==> src/rtl/fpu_cvt_arb.sv <==
// fpu_cvt_arb: lets two requesters share one external FP64->FP32 narrowing converter.
//   Requester A is FPU execute (FCNVDS). Requester B is the FP store path.
//   Arbitration is round-robin, or fixed priority to A with a starvation guard for B.
//   Pipeline: the S1 operand register drives cvt_src. The S2 result register captures
//   cvt_dst and drives rsp_*. Both ends use a valid/ready handshake.
//
// Ports:
//   clk, reset            rising-edge clock; asynchronous active-low reset
//   a_valid/a_ready       requester A handshake (a_ready is combinational: grant this cycle)
//   a_src, a_tag          requester A FP64 operand and tag
//   b_valid/b_ready       requester B handshake (b_ready is combinational: grant this cycle)
//   b_src, b_tag          requester B FP64 operand and tag
//   cvt_src               operand to the external converter, straight from S1
//   cvt_dst               converter result, combinational from cvt_src
//   rsp_valid/rsp_ready   result handshake
//   rsp_id                0 = A, 1 = B
//   rsp_tag, rsp_data     tag of the granted request and FP32 result
//   busy                  either pipeline stage holds a valid entry
module fpu_cvt_arb #(
    parameter int unsigned TAG_W      = 4,
    parameter int unsigned FIXED_PRI  = 0,
    parameter int unsigned STARVE_LIM = 8
) (
    input  logic             clk,
    input  logic             reset,
    input  logic             a_valid,
    output logic             a_ready,
    input  logic [63:0]      a_src,
    input  logic [TAG_W-1:0] a_tag,
    input  logic             b_valid,
    output logic             b_ready,
    input  logic [63:0]      b_src,
    input  logic [TAG_W-1:0] b_tag,
    output logic [63:0]      cvt_src,
    input  logic [31:0]      cvt_dst,
    output logic             rsp_valid,
    input  logic             rsp_ready,
    output logic             rsp_id,
    output logic [TAG_W-1:0] rsp_tag,
    output logic [31:0]      rsp_data,
    output logic             busy
);

    localparam int unsigned CNT_W = (STARVE_LIM < 1) ? 1 : $clog2(STARVE_LIM + 1);

    // Stage 1 state. Its operand is the cvt_src register itself.
    logic             s1_v;
    logic             s1_id;
    logic [TAG_W-1:0] s1_tag;

    // Arbitration state
    logic             rr_ptr;       // 0 = A preferred, 1 = B preferred
    logic [CNT_W-1:0] starve_cnt;

    // Combinational control
    logic adv1;
    logic adv2;
    logic starved;
    logic pick_b;
    logic take;

    // Pipeline advance, arbitration and grant generation
    always_comb begin
        adv2    = !rsp_valid || rsp_ready;
        adv1    = !s1_v || adv2;
        starved = (starve_cnt == CNT_W'(STARVE_LIM));
        pick_b  = 1'b0;
        if (FIXED_PRI != 0) begin
            pick_b = b_valid && (!a_valid || starved);
        end else begin
            pick_b = b_valid && (!a_valid || rr_ptr);
        end
        // No grant can be issued while reset is held low.
        take    = reset && adv1 && (a_valid || b_valid);
        a_ready = take && !pick_b;
        b_ready = take && pick_b;
    end

    // Stage 1: capture the granted operand
    always_ff @(posedge clk or negedge reset) begin
        if (!reset) begin
            s1_v    <= 1'b0;
            s1_id   <= 1'b0;
            s1_tag  <= '0;
            cvt_src <= '0;
        end else if (adv1) begin
            s1_v <= take;
            if (take) begin
                s1_id   <= pick_b;
                s1_tag  <= pick_b ? b_tag : a_tag;
                cvt_src <= pick_b ? b_src : a_src;
            end
        end
    end

    // Stage 2: capture the converter output. It holds while the consumer stalls.
    always_ff @(posedge clk or negedge reset) begin
        if (!reset) begin
            rsp_valid <= 1'b0;
            rsp_id    <= 1'b0;
            rsp_tag   <= '0;
            rsp_data  <= '0;
        end else if (adv2) begin
            rsp_valid <= s1_v;
            if (s1_v) begin
                rsp_id   <= s1_id;
                rsp_tag  <= s1_tag;
                rsp_data <= cvt_dst;
            end
        end
    end

    // Round-robin pointer: it points away from the side that was just served.
    always_ff @(posedge clk or negedge reset) begin
        if (!reset) begin
            rr_ptr <= 1'b0;
        end else if (take) begin
            rr_ptr <= !pick_b;
        end
    end

    // Count the cycles in which B is waiting and loses to A.
    // The count clears once B is served or withdraws, and saturates at the limit.
    always_ff @(posedge clk or negedge reset) begin
        if (!reset) begin
            starve_cnt <= '0;
        end else if ((FIXED_PRI != 0) && adv1) begin
            if (!b_valid || b_ready) begin
                starve_cnt <= '0;
            end else if (a_ready && !starved) begin
                starve_cnt <= starve_cnt + CNT_W'(1);
            end
        end
    end

    assign busy = s1_v || rsp_valid;

endmodule
==> config.mk <==
export PLATFORM = sky130hd
export DESIGN_NAME = fpu_cvt_arb
export DESIGN_NICKNAME = d
export VERILOG_FILES = /design/src/rtl/fpu_cvt_arb.sv
export SDC_FILE = /design/constraint.sdc
export NUM_CORES = 1
export LEC_CHECK = 0
export ABC_AREA = 0
export ABC_CLOCK_PERIOD_IN_PS = 1400
export CAP_MARGIN = 10
export CORE_MARGIN = 4
export CORE_UTILIZATION = 37
export CTS_BUF_LIST = sky130_fd_sc_hd__clkbuf_4
export DETAILED_ROUTE_END_ITERATION = 10
export HOLD_SLACK_MARGIN = 0.06
export PLACE_DENSITY = 0.81
export SETUP_SLACK_MARGIN = 0.5
export SLEW_MARGIN = 20
export SYNTH_ARGS = -nofsm -noshare
export SYNTH_HDL_FRONTEND = slang
export SYNTH_SLANG_ARGS = --single-unit
==> constraint.sdc <==
create_clock -name clk -period 1.4 [get_ports clk]
set_input_delay 0.14 -clock clk [delete_from_list [all_inputs] [get_ports clk]]
set_output_delay 0.14 -clock clk [all_outputs]
set_load 0.02 [all_outputs]
Yosys cells after proc, flatten, opt, wreduce, memory -nomap -nowiden
Cells that the tools add are included.
Cells by class
  mux-type cells: 2
  reductions and logical operators: 16
Operators by type and width (count)
  $mux 64: 1
  $logic_and 1x1->1: 5
  $logic_or 1x1->1: 5
  $logic_not 1->1: 4
  $mux 4: 1
  $reduce_and 2->1: 2
Storage, ports and cells
  flip-flop bits (word level): 109
  output and inout bits: 105

Logic depth before layout (Yosys ltp)
Gate-level depths: netlist of the first run.
  depth in word-level cells: 6
  mapped depth: 8
  mapped depth without buffers: 3

Least setup slack after synthesis of the first run
OpenSTA, ideal clock, no wires.
  kind: flip-flop to output port
  start point: register rsp_valid
  end point: output b_ready
  arrival time: 1.673 ns
  data required time: 1.260 ns
  setup slack: -0.413 ns
  cell stages (with the launch flop): 6
  path buffers: 2
  cells stage by stage: dfrtp_1 > nand3b_1 > clkbuf_1 > clkbuf_1 > nand2_1 > nor3_1
On the way
  longest elaborated chain between the ends: 6
Ends and longest elaborated chain
  start: declaration: RTL line 36  | output logic rsp_valid,
  start signal: assignment: RTL line 104  | rsp_valid <= s1_v;
  $logic_not 1->1: RTL line 64  | adv2 = !rsp_valid || rsp_ready;
  $logic_or 1x1->1: RTL line 64
  $logic_or 1x1->1: RTL line 65  | adv1 = !s1_v || adv2;
  $logic_and 1x1->1 (2 in a row): RTL line 74  | take = reset && adv1 && (a_valid || b_valid);
  $logic_and 1x1->1: RTL line 76  | b_ready = take && pick_b;
  end: declaration: RTL line 31  | output logic b_ready,
Every way passes these cells.

Final worst setup path of the first run
  start point: register s1_v
  end point: register cvt_src[60]
On the way
  longest elaborated chain between the ends: 5
Ends and longest elaborated chain
  start: declaration: RTL line 47  | logic s1_v;
  start signal: assignment: RTL line 87  | s1_v <= take;
  $logic_not 1->1 (*): RTL line 65
  $logic_or 1x1->1 (*): RTL line 65
  $logic_and 1x1->1 (2 in a row): RTL line 74
  $reduce_and 2->1 (no source line) (*)
  end signal: assignment: RTL line 91  | cvt_src <= pick_b ? b_src : a_src;
  end: declaration: RTL line 34  | output logic [63:0] cvt_src,
Mark *: on every way between the ends. The rest lies on a longest branch, timed or not.
A chain may end at the register's enable or synchronous reset.

==> impl_metrics.json, run 1 <==
{
  "outcome": "finished with violations",
  "violations": "hold timing, setup timing",
  "gp_congestion": 0.8569,
  "setup_tns_ps": -12440,
  "yosysWarnings": 0,
  "synthMuxAreaShare": 0.08327,
  "cp-start-kind": "flop",
  "die_y_um": 125.9,
  "hold_viol": 53,
  "viasPerCell": 5.941,
  "final_common_cell": "clkdlybuf4s50_1",
  "critical_path.max_fanout": 7,
  "totalWireLength_mm": 24.82,
  "finalClockSkew_ps": 12.87,
  "ioPinCount": 278,
  "tritoncts": "yes",
  "rrSetupSlack_ps": -310,
  "grt-ovfl-total": 0,
  "post_synth_num_cell_types": 21,
  "final-seq-area_mm2": 0.002731,
  "cts-root-buf": "clkbuf_4",
  "synth_top_area_frac": 0.5308,
  "htreeDepth": 3,
  "cts.sinks": 109,
  "core_area_mm2": 0.01340,
  "p_leak_nw": 3.953,
  "worst_path_max_delay_cell": "dfrtp_1",
  "ys_seq_area_frac": 0.5308,
  "io_buffers": 277,
  "layout_common_cells": "clkdlybuf4s50_1 (170), buf_6 (112), dfrtp_1 (106), buf_4 (80), o211ai_1 (68)",
  "yosys_most_used_dff": "dfrtp_1",
  "synth_edf_count": 0,
  "synthToLayoutAreaGrowth_pct": 98.61,
  "crit_top_cell": "buf_12",
  "period_share": 1.220,
  "crit_buf_inv": 5,
  "finalMaxSlewViolations": 0,
  "slew_headroom": 0.5961,
  "fin_cells": 1020,
  "max_freq_ghz": 0.5855,
  "reg2reg_to": "cvt_src[60]$_DFFE_PN0P_",
  "drv_cap": 0,
  "placed_area_mm2": 0.008197,
  "whs_ps": -286.1,
  "die_area_mm2": 0.01584,
  "critical_path_class": "reg -> reg",
  "synthSimpleGateAreaFrac": 0.01266,
  "dp_hpwl_mm": 13.62,
  "worst_pin_slew_ps": 605.9,
  "grt_usage": 0.2721,
  "die_w_um": 125.9,
  "synth_area_mm2": 0.005139,
  "final_cell_area_mm2": 0.01021,
  "drcViolationCount": 0,
  "period_minus_slack_ps": 1708,
  "reg2reg_from": "s1_v$_DFFE_PN0P_",
  "synth_compound_area_frac": 0.3180,
  "ff2ff_path_depth": 8,
  "grt_antenna_before_repair": 1,
  "start_util": 0.3835,
  "drt-pass1-iter-count": 5,
  "p_per_area_mw_per_mm2": 1187,
  "synthAdderAreaFrac": 0,
  "cp_data_required_time_ps": 1810,
  "clockBufferDepth": 2,
  "syn-num-nets": 673,
  "drt-initial-drc-count": 683,
  "critical_path.top_delay_family": "buffers and inverters",
  "place_inst": 921,
  "cts_buffers": 9,
  "synth_xor_area_frac": 0,
  "setup_viol": 102,
  "syn_avg_cell_area_um2": 10.28,
  "grt_pass1_vias": 5956,
  "synth_top_family_by_area": "compound AO/OA/AOI/OAI gates",
  "ant_nets": 0,
  "synthTopCellsByArea": "dfrtp_1 (53%), o211ai_1 (9.9%), mux2_2 (8.3%)",
  "synthCells": 500,
  "cp_slowest_stage_delay_ps": 400,
  "power.total_w": 0.01212,
  "wl_per_cell_um": 24.34,
  "clk_pin_slew_ps": 170,
  "rows": 42,
  "rsz0062_at_grt": "yes",
  "hp-class": "in -> async",
  "synth_area_leader_cell": "dfrtp_1",
  "crit_path_cell_trace": "nand3b_1, buf_6, buf_12, and2_4, buf_12, buf_12, buf_16, a31oi_1",
  "fin_nets": 1011,
  "arrival_ps": 2110,
  "grt_pass1_wl_mm": 34.04,
  "clock_latency_ps": 470,
  "num_vias": 6060,
  "worst_slack_ps": -307.9,
  "ir_drop_mv": 0.5100,
  "endpoint_kind": "flop",
  "grt_max_degree": 70,
  "multi_input_area_mm2": 0.002923,
  "fillers": 814,
  "drive_gt1_frac": 0.4259,
  "async_flop_share": 1.000,
  "ys_seq_elements": 109
}
-- layout make-up --
cell class | count | share of cell area
diodes | 1 | 0.0002452
clock buffers | 9 | 0.006620
clock inverters | 7 | 0.004046
inverters | 2 | 0.0007356
multi-input cells | 325 | 0.2864
flip-flops and latches | 109 | 0.2676
well taps | 176 | 0.02158
repair buffers | 391 | 0.4128
-- synthesized netlist by cell type, types with 2 or more instances --
cell / number
nand2_1: 3
a21oi_1: 70
buf_6: 3
mux2_2: 38
clkbuf_1: 50
nand2b_1: 2
buf_2: 11
o21ai_0: 67
a31oi_1: 68
o211ai_1: 68
dfrtp_1: 109
nor2_1: 2
-- per-stage QoR --
stage	utilization	worst slack (ps)
floorplan	-	51.27
global placement	0.6117	-437.6
detailed placement	0.6117	-466.3
CTS	0.7000	-242.9
global route	0.7616	-368.4
finish	0.7616	-307.9
-- report_power, final --
part | leakage [nW] | switching, W | internal, W
Sequential | 1.23 | 0.000599 | 0.00385
Clock | 0.0588 | 0.00108 | 0.000356
Combinational | 2.66 | 0.00289 | 0.00333
-- flip-flops by register name, indices dropped and copies added (netlist names) --
signal and cells:
rsp_tag 4, rsp_data 32, rsp_id 1, s1_v 1
cvt_src 64, s1_id 1, s1_tag 4, rr_ptr 1
rsp_valid 1
-- cell families (layout without fill, tap and decap cells) --
logic type	after synthesis	count (layout)
AOI/OAI and AO/OA	275	275
DFF	109	109
buffers and inverters	66	409
muxes	38	38
and+or+nand+nor	12	12
other	0	1
-- worst register-to-register path: stages, from the launching register on --
cell and delay, ps:
dfrtp_1 400, nand3b_1 190, buf_6 190, buf_12 120, and2_4 170, buf_12 150, buf_12 130, buf_16 140
a31oi_1 160
-- repair_timing --
action | 4_1_cts | 5_1_grt
buffers inserted | 36 | 34
gates resized for setup | 680 | 73
setup endpoints to repair | 213 | 251
pin swaps | 9 | 5
hold endpoints to repair | 54 | 53
cloned | 12 | 0
-- how the worst max path moves through the flow --
stage	end	slack [ps]	cells after the start	startpoint
2_1_floorplan	cvt_src[35]$_DFFE_PN0P_	50	7	rsp_valid$_DFFE_PN0P_
3_3_place_gp	b_ready	-440	5	a_valid
3_5_place_dp	cvt_src[56]$_DFFE_PN0P_	-470	6	rsp_ready
4_1_cts	b_ready	-240	4	rsp_valid$_DFFE_PN0P_
5_1_grt	cvt_src[60]$_DFFE_PN0P_	-370	8	s1_v$_DFFE_PN0P_
6_report	cvt_src[60]$_DFFE_PN0P_	-310	8	s1_v$_DFFE_PN0P_
-- layer usage --
| metal | share of wire | up-vias | GRT usage |
|---|---|---|---|
| met5 | 0 | - | 0 |
| met4 | 0.036 | 0 | 0.09022 |
| met3 | 0.090 | 70 | 0.05885 |
| met2 | 0.51 | 428 | 0.4792 |
| met1 | 0.36 | 2971 | 0.3324 |
| li1 | - | 2591 | - |
Power figures use the tool's default switching activity.
==> run 2: changes to the inputs <==
CAP_MARGIN = default   (was 10)
==> results of run 2 <==
No change in the layout: final DEF, timing and power equal those of run 1.
==> run 3: changes to the inputs <==
CORE_ASPECT_RATIO = 1.25   (was default)
==> run 3 against run 2 <==
Effect of this change: the flow still finishes with violations (hold timing, setup timing); routed wire length increased by 2.9%; final cell count rose by 2.6%; global-route usage is 0.92 points higher; combinational power increased by 6.4%; register-to-register slack better by 20 ps; final area rose by 4.7%; critical path type unchanged.
==> impl_metrics.json, run 3 (synthesis results as in run 1) <==
{
  "cts-root-buf": "clkbuf_4",
  "critical_path_class": "reg -> reg",
  "ir_drop_mv": 0.8103,
  "ff2ff_path_depth": 8,
  "period_minus_slack_ps": 1685,
  "grt_pass1_vias": 6185,
  "clockBufferDepth": 2,
  "hold_viol": 28,
  "grt-ovfl-total": 0,
  "fin_nets": 1044,
  "wl_met1_mm": 8.727,
  "cts.sinks": 109,
  "die_area_mm2": 0.01585,
  "finalClockSkew_ps": 37.18,
  "grt_max_degree": 66,
  "cts_buffers": 9,
  "core_area_mm2": 0.01341,
  "outcome": "finished with violations",
  "wl_met2_mm": 13.42,
  "cp_data_required_time_ps": 1750,
  "io_buffers": 277,
  "largest_reg_flops": 64,
  "start_util": 0.3833,
  "slew_headroom": 0.4883,
  "totalWireLength_mm": 25.54,
  "critical_path.max_fanout": 5,
  "p_per_area_mw_per_mm2": 1180,
  "drt-pass1-iter-count": 5,
  "whs_ps": -306.8,
  "clock_latency_ps": 490,
  "dp_hpwl_mm": 14.09,
  "clk_pin_slew_ps": 180,
  "largestRegisters": "cvt_src (64), rsp_data (32)",
  "grt_antenna_before_repair": 0,
  "tritoncts": "yes",
  "crit_top_cell": "buf_12",
  "reg2reg_from": "rsp_valid$_DFFE_PN0P_",
  "regMostFlops": "cvt_src",
  "viasPerCell": 5.959,
  "cp-start-kind": "flop",
  "final_common_cell": "clkdlybuf4s50_1",
  "arrival_ps": 2040,
  "drive_gt1_frac": 0.4555,
  "ioPinCount": 278,
  "setup_viol": 111,
  "gp_congestion": 0.8630,
  "reg2reg_to": "cvt_src[27]$_DFFE_PN0P_",
  "routed.top_layer": "met4",
  "rsz0062_at_grt": "yes",
  "num_vias": 6239,
  "p_leak_nw": 4.260,
  "final_core_utilization": 0.7973,
  "synthToLayoutAreaGrowth_pct": 108.0,
  "endpoint_kind": "flop",
  "worst_slack_ps": -284.7,
  "worst_pin_slew_ps": 767.5,
  "worst_path_max_delay_cell": "dfrtp_2",
  "die_w_um": 113.4,
  "cp_slowest_stage_delay_ps": 420,
  "crit_path_cell_trace": "nand3b_1, buf_4, buf_6, buf_12, buf_12, buf_16, a21oi_2, a31oi_1",
  "wl_met3_mm": 2.243,
  "setup_tns_ps": -18930,
  "drcViolationCount": 0,
  "ant_nets": 0,
  "rrSetupSlack_ps": -280,
  "drv_cap": 0,
  "max_freq_ghz": 0.5936,
  "finalMaxSlewViolations": 0,
  "htreeDepth": 3,
  "wl_per_cell_um": 24.39,
  "critical_path.top_delay_family": "buffers and inverters",
  "grt_pass1_wl_mm": 34.69,
  "layout_common_cells": "clkdlybuf4s50_1 (170), buf_6 (126), dfrtp_1 (106), buf_4 (87), o211ai_1 (68)",
  "drt-initial-drc-count": 363,
  "grt_usage": 0.2814,
  "rows": 47,
  "hp-class": "in -> async",
  "die_y_um": 139.8,
  "critical_path_depth": 8,
  "violations": "hold timing, setup timing",
  "crit_buf_inv": 5,
  "antennaDiodeCount": 0,
  "period_share": 1.203
}
run 3: cell types whose count changed in the layout (fill, tap and decap cells not counted), sizes merged:
| cell | previous run | this run |
|---|---|---|
| and2 | 1 | 2 |
| buf | 218 | 249 |
| inv | 3 | 4 |
| diode | 1 | 0 |
| clkbuf | 10 | 13 |
| bufbuf | 2 | 1 |
| clkinv | 5 | 3 |
run 3: cell type report:
cell class / count / area [um^2]
clock inverters: 6 / 48.80
well taps: 171 / 214.0
clock buffers: 10 / 75.07
flip-flops and latches: 109 / 2731
multi-input cells: 326 / 2924
fillers: 723 / 2718
repair buffers: 423 / 4690
inverters: 2 / 7.507
run 3: repair_timing:
item | CTS | global route
buffers inserted | 43 | 47
pin swaps | 11 | 5
cloned | 17 | 3
resized for setup | 753 | 54
setup endpoints to repair | 213 | 214
endpoints found under the hold margin | 28 | 28
run 3: where the power goes:
group / switching [W] / internal, W / leakage, nW / total (W)
clock network: 0.00111 / 0.000405 / 0.0665 / 0.00152
registers: 0.000615 / 0.00385 / 1.23 / 0.00447
logic: 0.00298 / 0.00364 / 2.96 / 0.00663
run 3: through the flow:
step,cells,setup WS [ps],instance area (um^2),total power (W)
3_5_place_dp,921,-524.4,8230,0.008853
2_1_floorplan,500,51.27,5228,0.006378
4_1_cts,997,-207.2,9921,0.01173
5_1_grt,1047,-366.3,10690,0.01311
3_3_place_gp,921,-511.6,8230,0.008713
6_report,1047,-284.7,10690,0.01261
run 3: worst max path at each step:
stage | endpoint | slack (ps) | start
4_1_cts | b_ready | -210 | rsp_valid$_DFFE_PN0P_
3_5_place_dp | b_ready | -520 | a_valid
5_1_grt | cvt_src[25]$_DFFE_PN0P_ | -370 | rsp_valid$_DFFE_PN0P_
2_1_floorplan | cvt_src[35]$_DFFE_PN0P_ | 50 | rsp_valid$_DFFE_PN0P_
6_report | cvt_src[27]$_DFFE_PN0P_ | -280 | rsp_valid$_DFFE_PN0P_
3_3_place_gp | b_ready | -510 | a_valid
run 3: routing by layer:
metal / vias to the layer above / GRT usage
met2: 416 / 0.5106
li1: 2663 / -
met1: 3074 / 0.3137
met5: - / 0
met3: 86 / 0.06687
met4: 0 / 0.1114
==> edit, RTL diff (config.mk and constraints of run 1) <==
Set the parameter `TAG_W` to 5 (it was 4).
--- a/src/rtl/fpu_cvt_arb.sv
+++ b/src/rtl/fpu_cvt_arb.sv
@@ -17,7 +17,7 @@
 //   rsp_tag, rsp_data     tag of the granted request and FP32 result
 //   busy                  either pipeline stage holds a valid entry
 module fpu_cvt_arb #(
-    parameter int unsigned TAG_W      = 4,
+    parameter int unsigned TAG_W      = 5,
     parameter int unsigned FIXED_PRI  = 0,
     parameter int unsigned STARVE_LIM = 8
 ) (
Ports: changed (resized a_tag, b_tag and rsp_tag); port bits go from 278 to 281. The function was not compared with the original's and may differ.
==> edit against run 1 <==
The flow finishes with violations (negative setup slack); power fell by 4.2%; sequential cell count rose by 2; first-iteration DRC count fell by 29%; routed wire length fell by 12%; final area fell by 5.8%; die area rose by 2.5%; synthesized area rose by 2.7%; highest routed layer unchanged; count of clock-buffer cells in the layout did not move; worst setup slack improved by 0.14 ns.
==> edit: results (changes against run 1) <==
* Largest cells by area after synthesis: dfrtp_1 (53%), o211ai_1 (9.8%), a31oi_1 (8.2%)
* Status: finished, violations left
* Multi-In Gates at 330 (+1.5%)
* Plain + repair buffers at 386 (-1.3%)
* GRT Total Usage at 25.1% (-2.2 points)
* Mux contribution to synthesized area at 8.40% (+0.069 points)
* Final HPWL DP at 13400 um (-1.7%)
* Port Buffers at 280 (+1.1%)
* Final WS setup at -0.164 ns (+0.144 ns)
* CTS resizes at 659 (-3.1%)
* Final non-clock buffer share at 42.1% (+0.82 points)
* Clock share of power at 15.8% (+4.0 points)
* Drt via density at 5.68 (-4.4%)
* Met3 WL at 1910 um (-15%)
* Violated checks: negative setup slack
* Met1 Wirelength at 8050 um (-11%)
* Starting DRT DRC Count at 482 (-29%)
* Placed cells at 932 (+1.2%)
* First-pass GRT wire length at 32400 um (-4.7%)
* Delay-heaviest family, CP: flip-flops
* Slew HR at 60.6% (+1.0 points)
* Clock sink count at 111 (+1.8%)
* Sequential area share after synthesis at 52.7% (-0.42 points)
* CP Data Arrival Time at 1.42 ns (-0.69 ns)
* GPL Wtd Cong at 0.836 (-2.4%)
* Final setup violation count at 86 (-16%)
* Synth cell count leaders: dfrtp_1 (111), a21oi_1 (71), a31oi_1 (69), o211ai_1 (69), o21ai_0 (69)
* Worst R2R Start: rsp_valid$_DFFE_PN0P_
* Worst-path maximum fanout at 3 (-4)
* Highest cell delay on the worst timing path at 0.44 ns (+0.04 ns)
* N_diodes at 0 (-1)
* Routing usage on met1 at 29.8% (-3.4 points)
* Layout Nets at 1016 (+0.49%)
* Synth Area in Compound Gates at 31.4% (-0.37 points)
* Initial antenna violation count at 0 (-1)
* Layout cells sized above 1 at 33.7% (-8.9 points)
* Clk cell area share at 1.68% (+0.61 points)
* Mapped Cells at 510 (+2.0%)
* WL per Instance at 21.2 um (-13%)
* Peak VDD IR at 679 uV (+33%)
## edit: through the flow
stage	setup TNS, ns	area, um^2	hold slack [ns]	total power [uW]	setup WS [ns]
detailed placement	-34.31	8440	0.0910	8700	-0.475
global placement	-31.82	8440	0.0980	8590	-0.446
finish	-9.59	9620	0.204	11600	-0.164
CTS	-11.09	9320	0.102	11300	-0.217
floorplan	0	5510	-0.156	6440	0.0332
global route	-16.80	9620	0.158	12100	-0.272
## edit: how the worst max path moves through the flow
stage                          start                 endpoint  slack (ns)  cells after the start
5_1_grt        rsp_valid$_DFFE_PN0P_                  b_ready       -0.27                      4
3_5_place_dp                 a_valid  cvt_src[23]$_DFFE_PN0P_       -0.48                      5
4_1_cts        rsp_valid$_DFFE_PN0P_                  b_ready       -0.22                      4
6_report       rsp_valid$_DFFE_PN0P_                     busy       -0.16                      3
3_3_place_gp                 a_valid                  b_ready       -0.45                      5
2_1_floorplan  rsp_valid$_DFFE_PN0P_        s1_id$_DFFE_PN0P_        0.03                      5
